--- src/rtl/pll_chg_arb.sv ---
// pll_chg_arb: round-robin arbiter and sequencer for PLL reconfiguration.
// Two requesters (A = host, B = sweep engine) share the PLL_ADDR/PLL_CHG
// pair. Each granted change issues one PLL_CHG strobe, waits for lock to
// drop and return, waits a settle time, then pulses the requester's ACK.
//
// Ports:
//   CLK, RSTXO         clock; asynchronous active-low reset
//   REQ_A/ADDR_A/ACK_A host request level, target address, done pulse
//   REQ_B/ADDR_B/ACK_B sweep request level, target address, done pulse
//   LOCKED             PLL lock (asynchronous, synchronized internally)
//   PLL_ADDR, PLL_CHG  address and one-cycle strobe to the PLL control block
//   BUSY               high whenever the sequencer is not idle
//   CUR_ADDR/CUR_VALID last successfully applied address and its validity
//   LOCK_ERR           sticky: last change timed out waiting for lock
//
// Optional feature macro: PLL_CHG_SKIP_SAME_EN -- a grant whose address
// already matches a valid CUR_ADDR completes without strobing the PLL.
module pll_chg_arb #(
  parameter int unsigned CW       = 16,
  parameter int unsigned UNLK_CYC = 64,
  parameter int unsigned LOCK_TMO = 65535,
  parameter int unsigned SETTLE   = 16
) (
  input  logic       CLK,
  input  logic       RSTXO,
  input  logic       REQ_A,
  input  logic [7:0] ADDR_A,
  output logic       ACK_A,
  input  logic       REQ_B,
  input  logic [7:0] ADDR_B,
  output logic       ACK_B,
  input  logic       LOCKED,
  output logic [7:0] PLL_ADDR,
  output logic       PLL_CHG,
  output logic       BUSY,
  output logic [7:0] CUR_ADDR,
  output logic       CUR_VALID,
  output logic       LOCK_ERR
);

  localparam int unsigned AW = 8;

  // Limits compared against the number of cycles spent in the current state.
  localparam logic [CW:0] UNLK_LIM   = (CW+1)'(UNLK_CYC);
  localparam logic [CW:0] TMO_LIM    = (CW+1)'(LOCK_TMO);
  localparam logic [CW:0] SETTLE_LIM = (CW+1)'(SETTLE);

  typedef enum logic [2:0] {
    ST_IDLE,
    ST_GRANT,
    ST_ISSUE,
    ST_WAIT_UNLK,
    ST_WAIT_LK,
    ST_SETTLE,
    ST_DONE
  } state_t;

  state_t        state_q, state_d;
  logic [CW-1:0] cnt_q, cnt_d;
  logic [CW-1:0] cnt_inc;
  logic [CW:0]   elapsed;
  logic          lk_meta_q, lk_q;
  logic          gnt_b_q, gnt_b_d;
  logic          prio_b_q, prio_b_d;
  logic          win_b;
  logic [AW-1:0] pll_addr_q, pll_addr_d;
  logic          pll_chg_q, pll_chg_d;
  logic          ack_a_q, ack_a_d;
  logic          ack_b_q, ack_b_d;
  logic          busy_q, busy_d;
  logic [AW-1:0] cur_addr_q, cur_addr_d;
  logic          cur_valid_q, cur_valid_d;
  logic          lock_err_q, lock_err_d;

  // Two-flop synchronizer for the asynchronous lock indication.
  always_ff @(posedge CLK or negedge RSTXO) begin
    if (!RSTXO) begin
      lk_meta_q <= 1'b0;
      lk_q      <= 1'b0;
    end else begin
      lk_meta_q <= LOCKED;
      lk_q      <= lk_meta_q;
    end
  end

  // Saturating per-state cycle counter; elapsed includes the current cycle.
  assign cnt_inc = (&cnt_q) ? cnt_q : cnt_q + CW'(1);
  assign elapsed = {1'b0, cnt_q} + (CW+1)'(1);

  // Next-state and registered-output logic.
  always_comb begin
    state_d     = state_q;
    gnt_b_d     = gnt_b_q;
    prio_b_d    = prio_b_q;
    pll_addr_d  = pll_addr_q;
    cur_addr_d  = cur_addr_q;
    cur_valid_d = cur_valid_q;
    lock_err_d  = lock_err_q;
    win_b       = 1'b0;

    case (state_q)
      ST_IDLE: begin
        if (REQ_A || REQ_B) begin
          // B wins when alone, or when both request and B holds priority.
          win_b      = REQ_B && (!REQ_A || prio_b_q);
          state_d    = ST_GRANT;
          gnt_b_d    = win_b;
          prio_b_d   = !win_b;
          pll_addr_d = win_b ? ADDR_B : ADDR_A;
        end
      end
      ST_GRANT: begin
`ifdef PLL_CHG_SKIP_SAME_EN
        if (cur_valid_q && (pll_addr_q == cur_addr_q)) begin
          state_d = ST_DONE;
        end else begin
          state_d = ST_ISSUE;
        end
`else
        state_d = ST_ISSUE;
`endif
      end
      ST_ISSUE: begin
        state_d = ST_WAIT_UNLK;
      end
      ST_WAIT_UNLK: begin
        // A PLL that never visibly drops lock is tolerated after the limit.
        if (!lk_q || (elapsed >= UNLK_LIM)) begin
          state_d = ST_WAIT_LK;
        end
      end
      ST_WAIT_LK: begin
        if (lk_q) begin
          state_d = ST_SETTLE;
        end else if (elapsed >= TMO_LIM) begin
          state_d     = ST_DONE;
          cur_valid_d = 1'b0;
          lock_err_d  = 1'b1;
        end
      end
      ST_SETTLE: begin
        // Lock must stay high for the whole window; any drop restarts it.
        if (!lk_q) begin
          state_d = ST_WAIT_LK;
        end else if (elapsed >= SETTLE_LIM) begin
          state_d     = ST_DONE;
          cur_addr_d  = pll_addr_q;
          cur_valid_d = 1'b1;
          lock_err_d  = 1'b0;
        end
      end
      ST_DONE: begin
        state_d = ST_IDLE;
      end
      default: begin
        state_d = ST_IDLE;
      end
    endcase

    cnt_d     = (state_d != state_q) ? '0 : cnt_inc;
    pll_chg_d = (state_d == ST_ISSUE);
    ack_a_d   = (state_d == ST_DONE) && !gnt_b_d;
    ack_b_d   = (state_d == ST_DONE) && gnt_b_d;
    busy_d    = (state_d != ST_IDLE);
  end

  // State and output registers.
  always_ff @(posedge CLK or negedge RSTXO) begin
    if (!RSTXO) begin
      state_q     <= ST_IDLE;
      cnt_q       <= '0;
      gnt_b_q     <= 1'b0;
      prio_b_q    <= 1'b0;
      pll_addr_q  <= '0;
      pll_chg_q   <= 1'b0;
      ack_a_q     <= 1'b0;
      ack_b_q     <= 1'b0;
      busy_q      <= 1'b0;
      cur_addr_q  <= '0;
      cur_valid_q <= 1'b0;
      lock_err_q  <= 1'b0;
    end else begin
      state_q     <= state_d;
      cnt_q       <= cnt_d;
      gnt_b_q     <= gnt_b_d;
      prio_b_q    <= prio_b_d;
      pll_addr_q  <= pll_addr_d;
      pll_chg_q   <= pll_chg_d;
      ack_a_q     <= ack_a_d;
      ack_b_q     <= ack_b_d;
      busy_q      <= busy_d;
      cur_addr_q  <= cur_addr_d;
      cur_valid_q <= cur_valid_d;
      lock_err_q  <= lock_err_d;
    end
  end

  assign ACK_A     = ack_a_q;
  assign ACK_B     = ack_b_q;
  assign PLL_ADDR  = pll_addr_q;
  assign PLL_CHG   = pll_chg_q;
  assign BUSY      = busy_q;
  assign CUR_ADDR  = cur_addr_q;
  assign CUR_VALID = cur_valid_q;
  assign LOCK_ERR  = lock_err_q;

endmodule

--- config.mk ---
export PLATFORM = sky130hd
export DESIGN_NAME = pll_chg_arb
export DESIGN_NICKNAME = d
export VERILOG_FILES = /design/src/rtl/pll_chg_arb.sv
export SDC_FILE = /design/constraint.sdc
export NUM_CORES = 1
export LEC_CHECK = 0
export CELL_PAD_IN_SITES_DETAIL_PLACEMENT = 2
export CELL_PAD_IN_SITES_GLOBAL_PLACEMENT = 2
export CORE_AREA = 5 5 99 101
export DETAILED_ROUTE_END_ITERATION = 8
export DIE_AREA = 0 0 104 106
export PLACE_DENSITY_LB_ADDON = 0.1
export SYNTH_ARGS = -nofsm -noshare
export SYNTH_HDL_FRONTEND = slang
export SYNTH_SLANG_ARGS = --single-unit
--- constraint.sdc ---
create_clock -name CLK -period 2.9 [get_ports CLK]
set_clock_uncertainty 0.2 [all_clocks]
set_input_delay 0.725 -clock CLK [delete_from_list [all_inputs] [get_ports CLK]]
set_output_delay 0.725 -clock CLK [all_outputs]
set_load 0.02 [all_outputs]
* Yosys cells after proc, flatten, opt, wreduce, memory -nomap -nowiden
Index checks and enable logic that the tools add are counted.
** Storage, ports and cells
- Bits in writable memories :: 0
- Word-level logic and storage cells :: 71
- Register bits after elaboration :: 45
- Bits in read-only memories :: 0
- Output and inout port bits :: 22
- Bits in latches :: 0
- Memories :: 0
- Input port bits :: 21
** Cells by class
- $mul :: 0
- Magnitude comparators :: 3
- Equal/unequal tests :: 13
- Shift-type cells :: 0
- Mux-type cells :: 22
- Add/sub/neg operators :: 2
- Reductions and logical operators :: 17
- Bitwise operators :: 0
- Div/mod/pow operators :: 0
** Operator list (number)
- 2-to-1 mux 16 bit :: 2
- 2-to-1 mux 3 bit :: 6
- case mux 3 bit (6 select lines) :: 1
- adder 16 x 1 -> 17 bit, second input constant :: 1
- >= comparator 17 x 16 -> 1 bit, second input constant :: 1
- >= comparator 17 x 5 -> 1 bit, second input constant :: 1
- >= comparator 17 x 7 -> 1 bit, second input constant :: 1
- adder 16 x 1 -> 16 bit, second input constant :: 1
- AND reduction 16 bit :: 1
- 2-to-1 mux 1 bit :: 10
- equality test 3 x 2 -> 1 bit, second input constant :: 3
- equality test 3 bit, second input constant :: 3
- 2-to-1 mux 8 bit :: 1
- != test 2 bit, second input constant :: 4
- AND reduction 5 bit :: 1
- zero test 1 bit :: 4
- case mux 1 bit (2 select lines) :: 2
- equality test 3 x 1 -> 1 bit, second input constant :: 1
- logical AND 1 bit :: 3
- zero test 3 bit :: 1
- logical OR 1 bit :: 3
- != test 3 bit :: 1
- AND reduction 3 bit :: 1
- nonzero test 3 bit :: 1
- other kinds (3) :: 3

* Longest topological paths before layout
Gate-level depths: netlist of run 1.
- Depth in word-level cells :: 7
- Mapped depth :: 10
- Gate-level depth less buffers :: 8

* Worst setup path after synthesis of run 1
Ideal clock, no wire load.
- Kind :: flip-flop to flip-flop
- Start :: register cnt_q[1]
- End :: register cur_addr_q[3], in the netlist CUR_ADDR[3]
- Clock period less this slack :: 2.760 ns
- Arrival :: 2.435 ns
- Stages on the path, launching flop included :: 9
- Buffers on the path :: 1
- Required time :: 2.575 ns
- Slack :: 0.140 ns
- Library setup time :: 0.125 ns
- Path through :: dfrtp_1 -> ha_1 -> and3_1 -> clkbuf_1 -> xnor2_1 -> a31oi_1 -> a211oi_1 -> a311o_2 -> mux2_2
** Between the ends
- Longest elaborated chain between the ends :: 3
** RTL lines
- from (decl) :: RTL line 59 : logic [CW-1:0] cnt_q, cnt_d;
- from (signal assigned) :: RTL line 184 : cnt_q <= cnt_d;
- adder 16 x 1 -> 17 bit :: RTL line 88 : assign elapsed = {1'b0, cnt_q} + (CW+1)'(1);
- >= comparator 17 x 5 -> 1 bit :: RTL line 145 : end else if (elapsed >= SETTLE_LIM) begin
- AND reduction 3 bit (no line)
- to (signal assigned) :: RTL line 192 : cur_addr_q <= cur_addr_d;
- to (decl) :: RTL line 71 : logic [AW-1:0] cur_addr_q, cur_addr_d;
No other way between the ends.
A chain may end at the register's enable or synchronous reset.

* Worst setup path in the final report of run 1
- Start :: register cnt_q[0]
- End :: register cur_addr_q[5], in the netlist CUR_ADDR[5]
Same word-level chain as after synthesis.

==> summary.txt, run 1 <==
Floorplanning
  • Die area: 11000 um2
  • IO Pins: 43
  • Horiz. Die Dim: around 100 um
  • Core Region: about 8900 um2
  • Die Y: 106 um
  • Rows: 35
  • Starting Density: between 20% and 30%

Detailed routing
  • Vias per Instance: 5.27
  • DR vias: 2298
  • Post-DRT Antenna Nets: 0
  • DRT Pass-1 Iters: 4
  • Drt drc: 0
  • Detailed Route WL: 8470 um
  • WL/cell: 19.4 um
  • Initial DRC Count: 28

Logic synthesis
  • Sequential share of the synthesized area: 43.8%
  • Area contributors post-synth: dfrtp_1 44%, mux2_2 4.4%, nand2_1 4.2%, o21ai_0 4.1%, a21oi_1 3.7%
  • Largest area contributor in the netlist: dfrtp_1
  • Post-Synthesis Cells: 265
  • Prevailing post-synth register cell: dfrtp_1
  • Netlist cell types: 54
  • Synthesized area per cell: 9.70 um2
  • Syn_nets: 288
  • Top-area cell type share of the netlist area: 43.8%
  • Seq cells post-synth: 45
  • Post-synth EDFFs: 0
  • Post-Syn Area: around 2600 um2
  • Synthesis Warnings: 0
  • FFs w/ async S/R, synth: 100%

Timing
  • Max Clk Rate: 352 MHz
  • Worst slew margin: 58.8%
  • Max Slew Vio Count: 0
  • Post-layout min period: roughly 2.8 ns
  • Setup violations, final: 0
  • Crit share post-route: 97.9%
  • Final worst slack: 0.0613 ns
  • Least-Margin Pin Slew: 0.617 ns
  • RSZ-0062 raised after global routing: yes
  • Final hold vios: 0

Placement
  • HPWL Detailed: roughly 6400 um
  • Placed Cells: 424
  • GPL Wtd Cong: 0.776
  • Pre-CTS setup slack: 0.0279 ns
  • PortBufs: 42

Clock tree
  • Max clock buf depth: 2
  • CTS buffer count: 5
  • H-tree depth: 2
  • Clock tree root driver cell: clkbuf_8
  • Clock-pin slew on the worst setup and hold paths: 0.09 ns
  • Clock sink count: 45
  • Clk Latency, worst-skew pair: 0.30 ns
  • CTS tree: built
  • Hold buffers post-CTS: 0

Global route
  • GRT Residual Overflow: 0
  • Pin count of the biggest net entering global routing: 46
  • First-pass GRT wire length: 13900 um
  • Number of global-route vias before repair: 2597
  • Antenna violations before repair: 0
  • GRT Util Overall: around 16%

Cells and area
  • Nets: 348
  • Area growth syn-to-layout: 34.1%
  • Register area: 1130 um2
  • Multi-input logic area: approximately 1400 um2
  • # diodes: 0
  • Final cell count without fillers: ~440
  • Layout cells sized above 1: 20.3%
  • Filler cells: 1018

Setup path
  • Crit path required time: 2.88 ns
  • Setup CP Type: reg -> reg
  • WP data arrival: 2.82 ns
  • Reg2Reg Depth: 7
  • Reg2Reg Setup Slack: 0.06 ns
  • Startpoint types: flip-flop
  • RR Endpoint: CUR_ADDR[5]
  • Worst r2r src: cnt_q[0]
  • Worst setup EP type: flip-flop
  • Worst setup path start: cnt_q[0]
  • Crit Path Max Fanout: 6

Power and ir drop
  • Max VDD drop: around 0.25 mV
  • Cell area power density: 652 nW/um2
  • P_leak: 1.45 nW

Status
  • Status: finished clean

Hold path
  • HP Start: lk_meta_q
  • Tightest Hold Check Type: reg -> reg
  • End of the worst hold path: lk_q
  • Hold depth: 0

Run
  • Number of max-cap violations: 0
[layer usage]
metal	wire length, um	vias up	global-route usage (%)
li1	-	1080	-
met1	3840	1171	20.0
met2	4200	40	26.9
met3	316	7	3.16
met4	112	0	3.79
met5	0	-	0
[cell usage in the layout, fill, tap and decap left out, types with 3 or more instances in the layout]
cell type	synthesis	final
clkdlybuf4s50_1	0	41
inv_1	6	6
o211ai_1	6	6
nor2_1	11	11
a31oi_1	3	3
a21oi_1	19	19
mux2i_1	8	8
nand2b_1	3	3
nor3_1	6	6
xnor2_1	10	10
nand4_1	9	9
nand2_1	29	29
a211oi_1	4	3
dfrtp_1	45	45
o21ai_0	21	19
or3_1	3	3
clkbuf_8	0	5
buf_4	2	28
mux2_2	10	9
nand3_1	9	9
xor2_1	5	5
[per-stage QoR]
stage          TNS (ns)  hold WS, ns  power, mW  utilization, %  instance area (um2)
3_5_place_dp          0        0.139       1.75            36.0                 3220
4_1_cts               0        0.161       2.24            37.2                 3330
2_1_floorplan         0        0.131       1.36               -                 2570
6_report              0        0.157       2.25            38.6                 3450
3_3_place_gp          0        0.134       1.72            36.0                 3220
5_1_grt          -0.183        0.174       2.42            38.6                 3450
[final cells by class]
type | instances | share of cell area [%]
repair buffers | 73 | 18.9
clock buffers | 5 | 2.00
clock inverters | 2 | 1.02
flip-flops and latches | 45 | 32.7
well taps | 111 | 4.03
inverters | 6 | 0.653
multi-input cells | 194 | 40.7
[critical path, cell delays in order, from the launching register on]
cell      delay, ns
dfrtp_1        0.43
ha_4           0.18
nand4_1        0.17
nor4_2         0.38
mux2_4         0.36
a221oi_4       0.33
a311o_2        0.32
mux2_2         0.35
[synth_stat cells (5+ instances only)]
master    instances
dfrtp_1          45
nand2_1          29
o21ai_0          21
a21oi_1          19
nor2_1           11
mux2_2           10
xnor2_1          10
clkbuf_1          9
nand3_1           9
nand4_1           9
mux2i_1           8
inv_1             6
nor3_1            6
o211ai_1          6
buf_2             5
xor2_1            5
[state kept, by name, indices dropped and copies added (netlist names), 3 cells and up]
| signal | count |
|---|---|
| CUR_ADDR | 8 |
| PLL_ADDR | 8 |
| cnt_q | 16 |
| state_q | 3 |
[logic make-up after synthesis]
| family | after synthesis | synth area share [%] |
|---|---|---|
| AND/OR/NAND/NOR | 90 | 18.7 |
| AO/OA/AOI/OAI | 69 | 18.9 |
| flip-flops | 45 | 43.8 |
| buffers and inverters | 26 | 4.96 |
| multiplexers | 18 | 7.49 |
| XOR/XNOR | 15 | 5.11 |
| adder cells (fa/ha/maj) | 2 | 0.973 |
[where the power goes]
part | total [mW] | internal, mW | leakage [nW] | switching (mW)
clock | 0.475 | 0.251 | 0.0540 | 0.224
sequential | 0.826 | 0.743 | 0.596 | 0.0839
combinational | 0.949 | 0.408 | 0.802 | 0.541
[worst max-delay path by stage]
| stage | to | cells past startpoint |
|---|---|---|
| 6_report | CUR_ADDR[5] | 7 |
| 3_5_place_dp | CUR_ADDR[0] | 8 |
| 2_1_floorplan | CUR_ADDR[3] | 8 |
| 5_1_grt | CUR_ADDR[5] | 6 |
| 4_1_cts | CUR_ADDR[0] | 8 |
| 3_3_place_gp | CUR_ADDR[2] | 8 |
[timing repair]
| action | 4_1_cts | 5_1_grt |
|---|---|---|
| buffers inserted | 0 | 4 |
| resized for setup | 1 | 14 |
| pin swaps | 0 | 8 |
| cloned | 0 | 1 |
| endpoints found under the setup margin | 1 | 25 |
No activity file was read; power rests on OpenSTA's default activity.
==> run 2: changes to the inputs <==
- ABC_AREA: default -> 0
==> results of run 2 <==
Same layout as run 1: the final DEF is identical, and so are final timing and power.
